## src/rtl/dmem_pkg.sv

```systemverilog
// Shared constants and types for the data-memory arbiter.
// Latency: n/a (declarations only).
// Backpressure: n/a.
package dmem_pkg;

  localparam int DMEM_DEPTH = 64;
  localparam int WORD_W     = 32;

  // Arbitration priority state: who wins when both sides request.
  typedef enum logic {
    CPU_PRI   = 1'b0,
    DMA_FORCE = 1'b1
  } arb_state_t;

  // Requester indices into the per-side request vectors.
  localparam int REQ_CPU = 0;
  localparam int REQ_DMA = 1;

endpackage

```

## src/rtl/dmem_rsp_reg.sv

```systemverilog
// Per-requester response stage: registers completion, read data and range error.
// Latency: 1 cycle after the grant; rdata is forced to 0 for writes and out-of-range.
// Backpressure: none; a response is a single-cycle pulse the requester must take.
// Ports: gnt/we/oor describe this cycle's access, mem_rdata is the combinational
//        memory read; rvalid/rdata/err are the registered results.
module dmem_rsp_reg
  import dmem_pkg::*;
(
  input  logic              clk,
  input  logic              rst_n,
  input  logic              gnt,
  input  logic              we,
  input  logic              oor,
  input  logic [WORD_W-1:0] mem_rdata,
  output logic              rvalid,
  output logic [WORD_W-1:0] rdata,
  output logic              err
);

  always_ff @(posedge clk or negedge rst_n) begin
    if (!rst_n) begin
      rvalid <= 1'b0;
      rdata  <= '0;
      err    <= 1'b0;
    end else begin
      rvalid <= gnt;
      err    <= gnt & oor;
      // Only an in-range read returns memory contents; everything else reads as 0.
      rdata  <= (gnt && !we && !oor) ? mem_rdata : '0;
    end
  end

endmodule

```

## src/rtl/dmem_arbiter.sv

```systemverilog
// Arbitrates the single-port data memory between the CPU MEM stage and a DMA loader.
// Latency: grant and memory access in the request cycle, response one cycle later.
// Backpressure: the loser keeps its request held; the CPU sees cpu_stall, and DMA
//               is forced through after MAX_WAIT consecutive waiting cycles.
// Ports: cpu_* and dma_* request/response sets, mem_* drive the memory,
//        mem_rdata is its combinational read data.
module dmem_arbiter
  import dmem_pkg::*;
#(
  parameter int DEPTH    = DMEM_DEPTH,
  parameter int MAX_WAIT = 4,
  parameter int CNT_W    = 4
) (
  input  logic              clk,
  input  logic              rst_n,
  input  logic              cpu_req,
  input  logic              cpu_we,
  input  logic [WORD_W-1:0] cpu_addr,
  input  logic [WORD_W-1:0] cpu_wdata,
  output logic              cpu_gnt,
  output logic              cpu_stall,
  output logic              cpu_rvalid,
  output logic [WORD_W-1:0] cpu_rdata,
  output logic              cpu_err,
  input  logic              dma_req,
  input  logic              dma_we,
  input  logic [WORD_W-1:0] dma_addr,
  input  logic [WORD_W-1:0] dma_wdata,
  output logic              dma_gnt,
  output logic              dma_rvalid,
  output logic [WORD_W-1:0] dma_rdata,
  output logic              dma_err,
  output logic              mem_we,
  output logic [WORD_W-1:0] mem_addr,
  output logic [WORD_W-1:0] mem_wdata,
  input  logic [WORD_W-1:0] mem_rdata
);

  localparam logic [WORD_W-1:0] DEPTH_W = WORD_W'(DEPTH);
  localparam logic [CNT_W-1:0]  MAX_W   = CNT_W'(MAX_WAIT);

  arb_state_t       state;
  logic [CNT_W-1:0] wait_cnt;
  logic [CNT_W-1:0] wait_cnt_nxt;
  logic             dma_wait;

  logic [1:0]  req;
  logic [1:0]  we;
  logic [1:0]  oor;
  logic [1:0]  gnt;

  assign req[REQ_CPU] = cpu_req;
  assign req[REQ_DMA] = dma_req;
  assign we[REQ_CPU]  = cpu_we;
  assign we[REQ_DMA]  = dma_we;
  // Full 32-bit compare so wrapped addresses like 0xFFFFFFFF are still rejected.
  assign oor[REQ_CPU] = (cpu_addr >= DEPTH_W);
  assign oor[REQ_DMA] = (dma_addr >= DEPTH_W);

  // Grants are held off during reset so nothing reaches memory while rst_n is low.
  always_comb begin
    gnt = '0;
    if (rst_n) begin
      if (req[REQ_DMA] && (!req[REQ_CPU] || state == DMA_FORCE)) begin
        gnt[REQ_DMA] = 1'b1;
      end else if (req[REQ_CPU]) begin
        gnt[REQ_CPU] = 1'b1;
      end
    end
  end

  assign cpu_gnt   = gnt[REQ_CPU];
  assign dma_gnt   = gnt[REQ_DMA];
  assign cpu_stall = cpu_req & ~cpu_gnt;

  // Memory-side mux; idle cycles park address and data at 0.
  always_comb begin
    mem_we    = 1'b0;
    mem_addr  = '0;
    mem_wdata = '0;
    if (gnt[REQ_CPU]) begin
      mem_we    = we[REQ_CPU] & ~oor[REQ_CPU];
      mem_addr  = cpu_addr;
      mem_wdata = cpu_wdata;
    end else if (gnt[REQ_DMA]) begin
      mem_we    = we[REQ_DMA] & ~oor[REQ_DMA];
      mem_addr  = dma_addr;
      mem_wdata = dma_wdata;
    end
  end

  // The counter tracks consecutive DMA waiting cycles: any cycle DMA is granted or
  // not requesting breaks the streak and clears it.
  assign dma_wait = req[REQ_DMA] & ~gnt[REQ_DMA];

  always_comb begin
    wait_cnt_nxt = '0;
    if (dma_wait) begin
      wait_cnt_nxt = (wait_cnt == MAX_W) ? wait_cnt : wait_cnt + CNT_W'(1);
    end
  end

  always_ff @(posedge clk or negedge rst_n) begin
    if (!rst_n) begin
      state    <= CPU_PRI;
      wait_cnt <= '0;
    end else begin
      wait_cnt <= wait_cnt_nxt;
      if (state == CPU_PRI) begin
        if (wait_cnt_nxt == MAX_W) state <= DMA_FORCE;
      end else begin
        // One forced access, or DMA giving up, returns priority to the CPU.
        if (gnt[REQ_DMA] || !req[REQ_DMA]) state <= CPU_PRI;
      end
    end
  end

  dmem_rsp_reg u_cpu_rsp (
    .clk       (clk),
    .rst_n     (rst_n),
    .gnt       (gnt[REQ_CPU]),
    .we        (we[REQ_CPU]),
    .oor       (oor[REQ_CPU]),
    .mem_rdata (mem_rdata),
    .rvalid    (cpu_rvalid),
    .rdata     (cpu_rdata),
    .err       (cpu_err)
  );

  dmem_rsp_reg u_dma_rsp (
    .clk       (clk),
    .rst_n     (rst_n),
    .gnt       (gnt[REQ_DMA]),
    .we        (we[REQ_DMA]),
    .oor       (oor[REQ_DMA]),
    .mem_rdata (mem_rdata),
    .rvalid    (dma_rvalid),
    .rdata     (dma_rdata),
    .err       (dma_err)
  );

endmodule

```

## config.mk

```make
export PLATFORM = sky130hd
export DESIGN_NAME = dmem_arbiter
export DESIGN_NICKNAME = d
export VERILOG_FILES = /design/src/rtl/dmem_pkg.sv /design/src/rtl/dmem_rsp_reg.sv /design/src/rtl/dmem_arbiter.sv
export SDC_FILE = /design/constraint.sdc
export NUM_CORES = 1
export LEC_CHECK = 0
export ABC_AREA = 1
export CORE_MARGIN = 10
export CORE_UTILIZATION = 30
export CTS_CLUSTER_SIZE = 25
export DETAILED_ROUTE_END_ITERATION = 6
export GPL_ROUTABILITY_DRIVEN = 0
export GPL_TIMING_DRIVEN = 1
export PLACE_DENSITY = 0.88
export RECOVER_POWER = 50
export SETUP_SLACK_MARGIN = 0.1
export SKIP_LAST_GASP = 1
export SYNTH_ARGS = -nofsm -noshare
export SYNTH_HDL_FRONTEND = slang
export SYNTH_HIERARCHICAL = 1
export SYNTH_SLANG_ARGS = --single-unit
export TNS_END_PERCENT = 30
```

## constraint.sdc

```tcl
create_clock -name clk -period 1.35 [get_ports clk]
set_clock_uncertainty 0.05 [all_clocks]
set_input_delay 0.135 -clock clk [delete_from_list [all_inputs] [get_ports clk]]
set_output_delay 0.135 -clock clk [all_outputs]
set_load 0.02 [all_outputs]
```

# After elaboration in Yosys (flattened, before gate mapping)
# Cells that the tools add are included.
[word_totals]
out_inout_bits = 136
regBits = 73
input_bits = 166
[classes]
bitwise = 10
n_reduce_logical = 13
addsub = 1
n_eq_ne = 2
muxes = 17
n_lt_le_gt_ge = 2
[ops]
columns = ["op", "count"]
rows = [
  ["$mux W32", 6],
  ["$ge A32 B7 Y1 const B", 2],
  ["$eq A4 B3 Y1 const B", 2],
  ["$mux W1", 8],
  ["$mux W4", 2],
  ["$and A1 B1 Y1", 6],
  ["$logic_not A1 Y1", 6],
  ["$logic_and A1 B1 Y1", 5],
  ["$add A4 B1 Y4 const B", 1],
  ["$not A1 Y1", 4],
  ["$logic_or A1 B1 Y1", 2],
  ["$mux W2", 1],
]

# Depth between registers and ports, before layout
# Gate-level depths: netlist (run 1).
[logic_depth]
word_depth = 11
mapped_depth = 10
depth_no_buf = 10

# Cells and area by module
# The synthesis (run 1) kept the hierarchy.
[modules_own_cells]
columns = ["mod", "seq_area_each_um2", "n_inst", "area_each_um2", "cells_each"]
rows = [
  ["dmem_rsp_reg", 850.8, 2, 1232.4, 106],
  ["dmem_arbiter", 125.1, 1, 1231.2, 201],
]

# Least setup slack after synthesis (run 1)
# Ideal clock, no wire load.
[synth_timing]
path_kind = "reg2out"
start = "register state"
end = "output mem_addr[18]"
stages_incl_launch_ff = 10
t_arrival_ps = 1249
path_slack_ps = -84
path_cell_list = "dfrtp_1 inv_1 nand2_2 nand2_1 nand3_2 inv_2 buf_6 buf_6 nand2_1 o21ai_1"
[synth_between]
word_cells_on_any_way = 7
classes_between = "mux: 5; reduce/logical: 2"
[synth_rtl]
columns = ["item", "line", "source"]
rows = [
  ["start: declaration", "dmem_arbiter.sv:42", "arb_state_t state;"],
  ["start signal: assignment", "dmem_arbiter.sv:105", "state <= CPU_PRI;"],
  ["start signal: assignment", "dmem_arbiter.sv:110", "if (wait_cnt_nxt == MAX_W) state <= DMA_FORCE;"],
  ["start signal: assignment", "dmem_arbiter.sv:113", "if (gnt[REQ_DMA] || !req[REQ_DMA]) state <= CPU_PRI;"],
  ["$logic_or A1 B1 Y1", "dmem_arbiter.sv:64", "if (req[REQ_DMA] && (!req[REQ_CPU] || state == DMA_FORCE)) begin"],
  ["$logic_and A1 B1 Y1", "dmem_arbiter.sv:64", ""],
  ["$mux W1", "dmem_arbiter.sv:64", ""],
  ["$mux W2", "dmem_arbiter.sv:63", "if (rst_n) begin"],
  ["named net cpu_gnt", "dmem_arbiter.sv:20", "output logic cpu_gnt,"],
  ["$mux W32", "dmem_arbiter.sv:81", "if (gnt[REQ_CPU]) begin"],
  ["end: declaration", "dmem_arbiter.sv:34", "output logic [WORD_W-1:0] mem_addr,"],
]
# The timed path passes the listed nets, and every way through them passes these cells.

# Worst setup path in the final report (run 1)
[layout_timing]
start = "register state"
end = "output mem_addr[0]"
[layout_between]
elab_chain_cells = 6
word_cells_on_any_way = 7
classes_between = "mux: 5; reduce/logical: 2"
[layout_rtl]
columns = ["item", "line", "source"]
rows = [
  ["$logic_or A1 B1 Y1 (*)", "dmem_arbiter.sv:64", ""],
  ["$logic_and A1 B1 Y1 (*)", "dmem_arbiter.sv:64", ""],
  ["$mux W1", "dmem_arbiter.sv:64", ""],
  ["$mux W2 (*)", "dmem_arbiter.sv:63", ""],
  ["$mux W32", "dmem_arbiter.sv:85", "end else if (gnt[REQ_DMA]) begin"],
  ["$mux W32 (*)", "dmem_arbiter.sv:81", ""],
]
# Every way passes the cells marked *; elsewhere a longest branch is shown, timed or not.

==> metrics, run 1 <==
Synth Net Count=581; r2r worst-path depth=10; dpl cells=915; core area=roughly 12000 um^2; Design Power=6.18 mW; FMAX=549 MHz; Sw Ratio=0.261; WL/cell=19.0 um; Slew Limit Headroom=0.548; critical path arrival=1.64 ns; reg2reg setup slack=-0.34 ns; GRT Overall Usage=0.191; Layout area overhead=112%; grt total ovfl=0; Final Max Tran Viols=0; Yosys cell types=22; WHS=0.305 ns; Clock Sinks=73; RR Endpoint=u_cpu_rsp/rdata[7]; Starting Density=0.306; layout cells sized above 1=0.315; Max IR drop VDD=0.499 mV; Std-Cell Rows=40; mapped cell area=3700 um^2; Worst-path clk slew=0.06 ns; max_cap viols=0; YS warnings=6; Clock Tree Buf Depth=2; routed vias/inst=4.47; antenna violations before repair=0; Vias=4212; Die Ht=131 um; Clk pwr share=0.385; Initial DRT Pass Iterations=4; latest clock arrival within the worst-skew pair=between 0.3 and 0.4 ns; Period minus WS final=1.82 ns; setup slack at placement=-0.854 ns; #FFs+latches synth=73; DRC=0; CTS tree=built; port buffer count=301; final WL=about 18000 um; Hold Violations, Final=0; TritonCTS buffer count=9; ANT nets after route=0; die footprint=approximately 17000 um^2; syn_area_per_cell=between 8 and 9 um^2; clock root buffer=clkbuf_16; utilization after layout=0.648; status=finished with violations; CP Capture Point=mem_addr[0]; period utilisation layout=1.35; Top Ports=302; Area after DPL=around 7200 um^2; Pleak=slightly below 4 nW; crit start category=flip-flop; endpoints failing setup=243; Int Pwr=approximately 4.6 mW; worst reg2reg path startpoint=state; first-pass GRT wire length=24700 um; # diodes=0; Worst-Margin Slew=0.678 ns; Layout Cells excl Fill=942; die span in x=131 um; WP data required=around 1.2 ns; Cells after Synth=413; 1st-iter DRT viols=about 230; RSZ-0062 raised after global routing=true; kind of critical path=reg -> out; vias in the first global route=4497; sequential power share=0.360; min-delay worst type=in -> reg; Net Switching=1.61 mW; Post-DP HPWL=14200 um; CP max FO=19; setup TNS=-62.44 ns; CP endpoint kind=output pin; Seq/Total Area, Yosys=0.494; fillers=915; final worst slack=-0.471 ns; failing checks=setup timing; power density cells=790 nW/um^2; Final nets=937; worst setup path startpoint=state; post-route cell area=about 7800 um^2; H-tree Lvls=3; Gate power share=0.255; largest net degree at the start of global routing=41
layout make-up:
class                           instances  area [um^2]  area share
Multi-Input combinational cell        219         1500       0.192
Timing Repair Buffer                  364         3580       0.458
Clock buffer                           10          239      0.0306
Sequential cell                        73         1830       0.234
Tap cell                              168          210      0.0269
Inverter                              102          393      0.0502
Clock inverter                          6         65.1     0.00832
sequential cells by signal, summed over array words and instances (netlist names):
signal and cells:
u_dma_rsp/rvalid 1, wait_cnt 4, u_dma_rsp/err 1, u_cpu_rsp/rdata 32, state 1, u_dma_rsp/rdata 32
u_cpu_rsp/err 1, u_cpu_rsp/rvalid 1
cells in the final DEF (no fill, tap or decap), types with 3 or more instances in the layout:
cell type        synthesis  layout
dfrtp_1                 73      73
nand2_2                  1       8
nand3_1                 10      10
buf_4                    0      88
buf_12                   0       6
nor2_1                  30      28
clkdlybuf4s50_1          0     232
nand2_1                 41      29
clkbuf_16                0      14
nand4_1                  6       6
nand2_4                  0       5
o22ai_2                  0       4
o21ai_2                  0       6
nor2_2                  60      60
inv_1                  100      98
nand3_4                  2       3
buf_6                   11      29
a22o_1                  45      44
layer usage:
metal | global-route usage | wire length, um
met3 | 0.0770 | 1900
met5 | 0 | 0
met4 | 0.0955 | 642
met1 | 0.176 | 5760
met2 | 0.355 | 9590
power by group through the flow:
stage / combinational [mW] / clock, mW / sequential (mW)
floorplan: 0.497 / 0 / 2.27
global placement: 1.47 / 0 / 2.26
detailed placement: 1.50 / 0 / 2.26
CTS: 1.49 / 2.44 / 2.22
global route: 1.68 / 2.55 / 2.22
finish: 1.58 / 2.38 / 2.22
cells by family (layout without fill, tap and decap cells):
family                   Yosys count  after routing  synth area share
AO/OA/AOI/OAI                     61             61             0.132
adder cells (fa/ha/maj)            2              2           0.00677
buffers and inverters            121            482             0.147
flip-flops                        73             73             0.494
AND/OR/NAND/NOR                  156            156             0.220
cells in the mapped netlist, drive strengths merged:
cell	n	area (um^2)
inv	102	383
nand3	14	105
nor2	90	488
nor3	3	15.0
o22ai	7	43.8
nand2	42	160
a21boi	1	7.51
nand3b	1	7.51
buf	17	154
a22o	45	394
dfrtp	73	1830
ha	2	25.0
o21ai	7	35.0
clkbuf	2	7.51
a31oi	1	6.26
nand4	6	37.5
worst min-delay path by stage:
stage	startpoint	to	slack, ns	cells after the start
after CTS	rst_n	u_cpu_rsp/rvalid	0.28	4
after floorplan	rst_n	state	-0.21	0
after global placement	rst_n	wait_cnt[1]	0.08	2
after detailed placement	rst_n	wait_cnt[0]	0.09	2
final	rst_n	u_cpu_rsp/rvalid	0.31	4
after global routing	mem_rdata[14]	u_dma_rsp/rdata[14]	0.31	3
timing repair:
action,in CTS,in global routing
cloned,1,5
buffers inserted,2,3
pin swaps,0,7
hold buffers,1,0
setup endpoints to repair,204,247
endpoints found under the hold margin,33,0
resized for setup,326,62
critical path: stages, from the launching register on:
cell     delay, ns
dfrtp_1       0.39
inv_2         0.06
nand2_2       0.06
nand2_2       0.08
nand3_4       0.12
inv_8         0.12
buf_12        0.15
a22o_1        0.15
buf_4         0.15
Power figures use the tool's default switching activity.
==> inputs of run 2 (changes only) <==
--- a/config.mk
+++ b/config.mk
@@ -6,13 +6,14 @@
 export NUM_CORES = 1
 export LEC_CHECK = 0
 export ABC_AREA = 1
-export CORE_MARGIN = 10
-export CORE_UTILIZATION = 30
+export CORE_AREA = 2 2 118 120
+export CTS_CLUSTER_DIAMETER = 100
 export CTS_CLUSTER_SIZE = 25
 export DETAILED_ROUTE_END_ITERATION = 6
+export DIE_AREA = 0 0 120 122
 export GPL_ROUTABILITY_DRIVEN = 0
 export GPL_TIMING_DRIVEN = 1
-export PLACE_DENSITY = 0.88
+export PLACE_DENSITY = 0.83
 export RECOVER_POWER = 50
 export SETUP_SLACK_MARGIN = 0.1
 export SKIP_LAST_GASP = 1
==> run 2 against run 1 <==
Effect of this change:
- the flow still finishes with violations (setup timing)
- wire length down 21%
- register-to-register slack worse by 0.13 ns
- combinational power about the same
- design area increased by 0.98%
==> metrics, run 2 (same netlist as run 1, synthesis figures left out) <==
commonest non-fill, non-tap cells in the layout=clkdlybuf4s50_1 (232), inv_1 (100), buf_4 (78); vias in the first global route=4051; Post-DP HPWL=10900 um; # diodes=0; crit start category=flip-flop; Pleak=roughly 3.9 nW; Starting Density=0.274; layout cells sized above 1=0.309; Period minus WS final=1.88 ns; RSZ-0062 raised after global routing=true; Clock Tree Buf Depth=2; period utilisation layout=1.39; status=finished with violations; FMAX=532 MHz; TritonCTS buffer count=9; Max IR drop VDD=0.580 mV; antenna violations before repair=0; Layout area overhead=114%; min-delay worst type=in -> async; final worst slack=-0.528 ns; WL/cell=14.6 um; Clock Sinks=73; Worst-path clk slew=0.07 ns; ANT nets after route=0; dpl cells=934; first-pass GRT wire length=21300 um; port buffer count=around 300; power density cells=769 nW/um^2; Hold Violations, Final=0; Top Ports=302; worst setup path startpoint=state; routed vias/inst=4.21; Slew Limit Headroom=0.457; die footprint=14600 um^2; failing checks=setup timing; grt total ovfl=0; setup slack at placement=-0.842 ns; H-tree Lvls=3; kind of critical path=reg -> out; endpoints failing setup=204; CP max FO=6; core area=about 14000 um^2; Std-Cell Rows=43; 1st-iter DRT viols=142; Seq. cell area=1830 um^2; max_cap viols=0; Final nets=947; final WL=14100 um; latest clock arrival within the worst-skew pair=0.32 ns; Vias=just over 4000; WHS=0.0248 ns; most common cell after layout, fill and taps aside=clkdlybuf4s50_1; CP endpoint kind=output pin; Worst-Margin Slew=0.814 ns; Die Ht=122 um; setup TNS=-59.63 ns; GRT Overall Usage=0.188; reg2reg setup slack=-0.47 ns; CTS tree=built; fillers=1128; r2r worst-path depth=12; clock root buffer=clkbuf_16; Final Max Tran Viols=0; area of the multi-input gates=between 1000 and 1500 um^2; worst reg2reg path startpoint=state; Initial DRT Pass Iterations=6; Layout Cells excl Fill=964; die span in x=around 120 um; DRC=0; critical path arrival=1.69 ns; WP data required=about 1.2 ns; Regs by FF count=u_cpu_rsp/rdata (32), u_dma_rsp/rdata (32), wait_cnt (4); largest net degree at the start of global routing=69
-- run 2: worst paths after layout --
check,end
setup / recovery,mem_wdata[3]
max in group asynchronous,u_cpu_rsp/rvalid
setup reg to reg,u_cpu_rsp/rdata[25]
hold reg to reg,state
hold / removal,u_cpu_rsp/rdata[2]
min in group clk,state
-- run 2: where the power goes --
part	switching, mW	internal (mW)
Clock	0.972	1.28
Combinational	0.682	0.917
Sequential	0.0137	2.21
Total	1.67	4.40
-- run 2: layer usage --
layer | part of all wire | vias up | global-route usage
li1 | - | 2018 | -
met1 | 0.38 | 1822 | 0.217
met2 | 0.52 | 192 | 0.333
met3 | 0.066 | 27 | 0.0407
met4 | 0.035 | 0 | 0.0890
met5 | 0 | - | 0
-- run 2: metrics by stage --
stage / total power, mW / cell area [um^2] / util
finish: 6.07 / 7900 / 0.585
global route: 6.37 / 7900 / 0.585
CTS: 6.14 / 7830 / 0.580
detailed placement: 3.76 / 7320 / 0.542
global placement: 3.74 / 7320 / 0.542
floorplan: 2.76 / 3750 / -
-- run 2: timing repair --
| item | CTS | global route |
|---|---|---|
| gates cloned | 5 | 2 |
| resized for setup | 366 | 23 |
| setup endpoints to repair | 205 | 208 |
| endpoints found under the hold margin | 5 | 0 |
| pin swaps | 9 | 2 |
| hold buffers | 1 | 0 |
| buffers inserted | 5 | 1 |
-- run 2: cell type report --
cell class,count,share of cell area
inverter,102,0.0497
clock buffer,9,0.0285
timing repair buffer,374,0.472
clock inverter,7,0.00792
multi-input combinational,219,0.182
sequential,73,0.231
tap,180,0.0285
-- run 2: worst max-delay path, cell delays in order (launching register included) --
cell      delay, ns
dfrtp_1        0.35
inv_1          0.05
nand2_2        0.09
nand2_2        0.07
nand3_4        0.08
clkinv_4       0.09
buf_12         0.15
buf_16         0.14
a22o_1         0.18
buf_4          0.16
==> inputs of run 3 (changes only) <==
--- a/config.mk
+++ b/config.mk
@@ -5,7 +5,7 @@
 export SDC_FILE = /design/constraint.sdc
 export NUM_CORES = 1
 export LEC_CHECK = 0
-export ABC_AREA = 1
+export ABC_AREA = 0
 export CORE_AREA = 2 2 118 120
 export CTS_CLUSTER_DIAMETER = 100
 export CTS_CLUSTER_SIZE = 25
@@ -21,4 +21,4 @@
 export SYNTH_HDL_FRONTEND = slang
 export SYNTH_HIERARCHICAL = 1
 export SYNTH_SLANG_ARGS = --single-unit
-export TNS_END_PERCENT = 30
+export TNS_END_PERCENT = 50
==> run 3 against run 2 <==
Effect of this change:
- highest routed layer is now met5
- clock power rose by 5%
- critical path type unchanged
- final cell count down 12%
- hold slack improved by 0.20 ns
- critical path depth fell by 3
- largest power group unchanged
- sequential share of layout area down 2.2 points
- critical endpoint is now mem_wdata[22]
- power increased by 8.0%
- maximum frequency is 2.5% lower
- register-to-register slack gained 0.19 ns
- the flow still finishes with violations (setup timing)
==> metrics, run 3 <==
CTS tree=built; final worst slack=-0.577 ns; Final nets=836; top cell type's share of synthesized area=0.497; RSZ-0062 raised after global routing=true; Cells after Synth=a little under 300; routed vias/inst=5.10; H-tree Lvls=3; Regs by FF count=u_cpu_rsp/rdata (32), u_dma_rsp/rdata (32), wait_cnt (4); DRC=0; latest clock arrival within the worst-skew pair=0.33 ns; crit path cell chain=o21ai_4 > nor2_4 > buf_12 > buf_16 > a22o_4 > buf_6; grt total ovfl=0; crit start category=flip-flop; crit-path max cell delay=~0.44 ns; die span in x=120 um; EDFF count, synth=0; Clock Tree Buf Depth=2; # diodes=0; Synth async-reset ratio=1.00; Worst-path clk slew=approximately 0.06 ns; period utilisation layout=1.43; largest area contributor in the netlist=dfrtp_1; critical path arrival=1.74 ns; FMAX=slightly above 500 MHz; mux cell area share after synthesis=0; Initial DRT Pass Iterations=4; failing checks=setup timing; TritonCTS buffer count=9; WL/cell=22.6 um; largest net degree at the start of global routing=71; mapped cell area=3680 um^2; power density cells=between 700 and 800 nW/um^2; first-pass GRT wire length=26800 um; most frequent cell after synthesis=dfrtp_1; Std-Cell Rows=43; Synth Net Count=458; Post-DP HPWL=around 13000 um; Vias=4351; Seq/Total Area, Yosys=0.497; status=finished with violations; Synth Area in Adders=0.00681; min-delay worst type=in -> async; GRT Overall Usage=0.247; max_cap viols=0; WP data required=1.16 ns; layout cells sized above 1=0.426; Final Max Tran Viols=0; endpoints failing setup=205; Layout area overhead=137%; kind of critical path=reg -> out; Clock Sinks=73; port buffer count=about 300; final WL=just under 20000 um; YS warnings=6; complex-gate fraction of the synthesized area=0.174; CP max-delay cell=dfrtp_2; Design Power=6.56 mW; utilization after layout=0.646; Post-synth top cells=dfrtp_1 (73), and4bb_2 (64), a22o_1 (63); main combinational cell family by area after synthesis=simple AND/OR/NAND/NOR gates; Period minus WS final=1.93 ns; Max IR drop VDD=0.703 mV; 1st-iter DRT viols=265; die footprint=14600 um^2; Synth area leaders=dfrtp_1 (50%), and4bb_2 (22%), a22o_1 (15%); ys flop type=dfrtp_1; vias in the first global route=4444; #FFs+latches synth=73; most common cell after layout, fill and taps aside=clkdlybuf4s50_1; Pleak=just under 4 nW; Yosys cell types=33; Worst-Margin Slew=0.927 ns; Starting Density=0.272; core area=13500 um^2; syn_area_per_cell=12.7 um^2; ANT nets after route=0; Die Ht=122 um; CP endpoint kind=output pin; Top Ports=between 300 and 400; commonest non-fill, non-tap cells in the layout=clkdlybuf4s50_1 (197), buf_6 (76), dfrtp_1 (72); setup slack at placement=-1.19 ns; Slew Limit Headroom=0.382; Synth Area in Simple Gates=0.276; clock root buffer=clkbuf_16; antenna violations before repair=2; XOR/XNOR Fraction of Synth Area=0.00238; Hold Violations, Final=0; CP max FO=6
[run 3: cell types whose count changed in the layout (fill, tap and decap cells not counted), sizes merged, moves of 5 or more]
cell and delta:
dlygate4sd2 +19, clkbuf +9, o21ai -5, and4bb +64, clkdlybuf4s50 -35, inv -98, nor2 -83, a22o +19
nand2 -37, nand3 -12, dlymetal6s2s +7, o22ai -6, buf +23, nor4 +10
[run 3: layer usage]
metal	vias to the layer above	routed length, um	global-route usage
met5	-	27	0
met4	4	561	0.0831
met3	36	1620	0.0730
met2	260	9920	0.435
met1	2126	7160	0.286
li1	1925	-	-
[run 3: power by group]
group / switching (mW) / internal, mW
logic: 0.830 / 1.15
clock network: 0.879 / 1.48
registers: 0.0116 / 2.21
total: 1.72 / 4.84
[run 3: per-stage QoR]
stage                     instance area, um^2  cells  TNS [ns]  hold slack [ns]
after floorplan                          3750    290    -11.91           -0.211
after global placement                   7250    790    -98.89           0.0405
after detailed placement                 7250    790   -102.00           0.0385
after CTS                                8260    835    -58.39           0.0501
after global routing                     8720    853    -66.53            0.316
final                                    8720    853    -57.66            0.227
[run 3: critical path: cells and delay by family, from the launching register on]
family	cells	cell delay (ns)
buffers and inverters	3	0.43
flip-flops	1	0.44
AND/OR/NAND/NOR	1	0.09
AO/OA/AOI/OAI	2	0.44
[run 3: final timing paths]
kind / from / end / slack, ns / cells past startpoint
max in group asynchronous: rst_n / u_cpu_rsp/rdata[8] / 0.43 / 2
worst min register to register: wait_cnt[2] / wait_cnt[2] / 0.54 / 1
worst min-delay path: rst_n / u_cpu_rsp/rdata[20] / 0.23 / 2
worst max register to register: state / u_cpu_rsp/rdata[7] / -0.28 / 7
min in group clk: rst_n / state / 0.39 / 6
worst max-delay path: state / mem_wdata[22] / -0.58 / 6
[run 3: logic make-up (layout without fill, tap and decap cells)]
| family | Yosys count | in the layout |
|---|---|---|
| AOI/OAI and AO/OA | 75 | 75 |
| xor gates and xnor gates | 1 | 1 |
| adders and majority gates | 2 | 2 |
| buffers and inverters | 38 | 421 |
| DFF | 73 | 73 |
| and+or+nand+nor | 101 | 101 |
[run 3: cell type report]
cell class              instances  area [um^2]
clock buffers                  12          246
clock inverters                 4         51.3
fillers                       970         4780
inverters                       6         22.5
multi-input cells             179         1960
flip-flops and latches         73         1830
well taps                     180          225
repair buffers                399         4390
[run 3: repair_timing]
action / in CTS / in global routing
cloned: 15 / 5
pin swaps: 20 / 32
hold buffers: 1 / 0
gates resized for setup: 355 / 107
hold endpoints to repair: 3 / 0
endpoints found under the setup margin: 205 / 207
buffers inserted: 14 / 15
==> edit 1: new RTL, settings of run 1 <==
Set the package constant `WORD_W` to 64 (it was 32).
--- a/src/rtl/dmem_pkg.sv
+++ b/src/rtl/dmem_pkg.sv
@@ -5,5 +5,5 @@
 
   localparam int DMEM_DEPTH = 64;
-  localparam int WORD_W     = 32;
+  localparam int WORD_W     = 64;
 
   // Arbitration priority state: who wins when both sides request.
Ports: changed (9 resized); port bits go from 302 to 590. No check against the original RTL was run, so the function may have changed too.
==> edit 1 against run 1 <==
The run still ends with setup timing left. Setup slack worse by 290 ps. Sequential cell count is 64 higher. Power is 98% higher. Non-clock buffer count is 333 higher. Core utilization is 0.25 points higher. Cell area is 88% higher. Hold slack worse by 80 ps. Wire length grew to 2.7 times the old value. Sequential power is 86% higher. Sequential share of layout area is 0.095 points lower. Area after synthesis is 87% higher. Cell count is 87% higher.
==> edit 1: results (changes against run 1) <==
The slack of the worst reg-to-reg path came out at -320 ps (was -340 ps). The tools report the number of antenna violations at the first check in global routing as 13 (was 0). The met3 usage is 0.131 (was 0.0770). Worst setup path endpoint: mem_wdata[63] (was mem_addr[0]).

The tools report the number of iterations in the first detailed-routing pass as 5 (was 4). The tools report the met2 track utilization from global routing as 0.523 (was 0.355). The internal portion of total power came out at 0.00884 W (was 0.00457 W). For the met1 wire length, the log shows 15.7 mm (was 5.76 mm).

The gate count of the mapped netlist was 774 (was 413); the maximum resistive drop on vdd was 673 uV (was 499 uV). For the sequential element share of the synthesized area, the log shows 0.496 (was 0.494). The run finished, with violations left. The H-tree depth reported by CTS came out at 4 (was 3). The run gives 137 (was 73) as the flip-flop and latch count. For the data arrival time of the worst path, the log shows 1920 ps (was 1640 ps). The worst hold path stage count was 3 (was 4); the least setup slack across all paths after layout was -756 ps (was -471 ps). The pin count of the biggest net entering global routing was 67 (was 41). The portion of the layout cell area used by non-clock buffers works out to 0.476 (was 0.458). The multi-input gate share of total cell area was 0.181 (was 0.192); the area share of fa/ha/maj cells after synthesis was 0.00362 (was 0.00677). Die width: 172 um (was 131 um). The clock latency reported for the late side of the worst-skew pair came out at 400 ps (was 330 ps).

Violations in the final reports: setup timing (unchanged). The run gives 0.260 (was 0.255) as the combinational group share of total power. The transition time of the tightest slew-check pin was 775 ps (was 678 ps); the non-filler instance count after layout was 1758 (was 942).

Number of failing setup endpoints in the final timing report: 461 (was 243).
## edit 1: cell types whose count changed in the layout (fill, tap and decap cells not counted), moves of 8 or more
cell,run 1,this run
sky130_fd_sc_hd__a22o_1,44,99
sky130_fd_sc_hd__inv_1,98,154
sky130_fd_sc_hd__buf_12,6,24
sky130_fd_sc_hd__buf_2,0,9
sky130_fd_sc_hd__dfrtp_1,73,137
sky130_fd_sc_hd__buf_4,88,127
sky130_fd_sc_hd__clkdlybuf4s50_1,232,456
sky130_fd_sc_hd__clkbuf_2,1,13
sky130_fd_sc_hd__diode_2,0,8
sky130_fd_sc_hd__clkdlybuf4s15_2,1,21
sky130_fd_sc_hd__nand2_1,29,99
sky130_fd_sc_hd__nor2_1,28,83
sky130_fd_sc_hd__o21ai_0,0,8
sky130_fd_sc_hd__nor2_2,60,121
==> edit 2: new RTL, settings of run 1 <==
Without the edit above. `rdata` no longer has a reset.
--- a/src/rtl/dmem_rsp_reg.sv
+++ b/src/rtl/dmem_rsp_reg.sv
@@ -21,5 +21,4 @@
     if (!rst_n) begin
       rvalid <= 1'b0;
-      rdata  <= '0;
       err    <= 1'b0;
     end else begin
@@ -27,6 +26,9 @@
       err    <= gnt & oor;
       // Only an in-range read returns memory contents; everything else reads as 0.
-      rdata  <= (gnt && !we && !oor) ? mem_rdata : '0;
     end
+  end
+
+  always_ff @(posedge clk) begin
+    rdata <= (gnt && !we && !oor) ? mem_rdata : '0;
   end
 
Function: differs if rst_n is asserted again (counterexample within 4 cycles, from zero or initial values and one cycle with rst_n low); with rst_n held inactive, the same outputs for 10 cycles.
==> edit 2 against run 1 <==
The flow still finishes with violations (setup timing). Sequential cell count unchanged. Sequential share of layout area decreased by 3.4 points. Setup slack got worse by 90 ps. Cell area decreased by 3.4%. Fmax decreased by 4.7%. Power decreased by 0.33%. Wire length increased by 0.83%. Area after synthesis decreased by 8.7%. Critical endpoint is now mem_wdata[29].
==> edit 2: results (changes against run 1) <==
The pin count of the biggest net entering global routing is 44 (was 41), and the met2 wire length is 9.47 mm (was 9.59 mm). The clock tree cell share of total cell area was 0.0393 (was 0.0389); the final total negative setup slack was -56200 ps (was -62440 ps). The worst slack on hold paths came out at 284 ps (was 305 ps).

The tools report the total track usage as 0.207 (was 0.191). The number of filler cells placed in the layout was 795 (was 915). The detailed-placement wirelength estimate was 14.5 mm (was 14.2 mm).

The average routed wire per standard cell was 19.9 um (was 19.0 um). The run gives 3.53 nW (was 3.90 nW) as the cell leakage power. The logs give 0.00151 mm2 (was 0.00183 mm2) for the sequential standard cell area and 1730 ps (was 1640 ps) for the data arrival time of the worst path. The number of DRC markers after the initial detailed-route iteration is 226 (was 227). The tools report the end of the worst register-to-register path as u_cpu_rsp/rdata[31] (was u_cpu_rsp/rdata[7]). The least setup slack across all paths after layout was -561 ps (was -471 ps); the fraction of layout cells with a size suffix above 1 was 0.301 (was 0.315). For the sum of internal, switching and leakage power, the log shows 0.00616 W (was 0.00618 W). The wire length of the first global-routing pass is 26.1 mm (was 24.7 mm), and the clock group share of total power is 0.376 (was 0.385). Synth top cells by count: 100 x sky130_fd_sc_hd__inv_1, 64 x sky130_fd_sc_hd__dfxtp_1, 60 x sky130_fd_sc_hd__nor2_2 (was 100 x sky130_fd_sc_hd__inv_1, 73 x sky130_fd_sc_hd__dfrtp_1, 60 x sky130_fd_sc_hd__nor2_2). The run finished, with violations left.

The number of failing setup endpoints in the final timing report was 206 (was 243); the critical-path maximum fanout was 4 (was 19). The non-clock buffer instance count of the final layout was 358 (was 364). The worst-case setup slack after placement came out at -850 ps (was -854 ps). Violations in the final reports: setup timing (unchanged).
==> edit 2: what timing repair did <==
item,CTS,global route
gates resized for setup,316,66
hold buffers,0,0
setup buffers,5,8
pin swaps,3,12
gates cloned,4,3
endpoints found under the setup margin,208,208
==> edit 2: per-layer routing <==
layer | GRT usage | up-vias
met4 | 0.0583 | 0
met5 | 0 | -
li1 | - | 1982
met2 | 0.387 | 233
met3 | 0.0906 | 26
met1 | 0.202 | 1904
==> edit 2: how the worst max path moves through the flow <==
stage,endpoint,slack (ps),depth (start not counted)
floorplan,u_cpu_rsp/rdata[0],-40,10
global placement,mem_addr[30],-800,8
detailed placement,mem_addr[30],-850,8
CTS,mem_addr[19],-570,8
global route,mem_wdata[28],-620,9
finish,mem_wdata[29],-560,9
==> edit 2: cells by family after synthesis <==
logic type,count (synthesis),share of synthesized area
adders and majority gates,2,0.00741
AOI/OAI and AO/OA,61,0.144
buffers and inverters,121,0.161
and+or+nand+nor,156,0.241
DFF,73,0.446
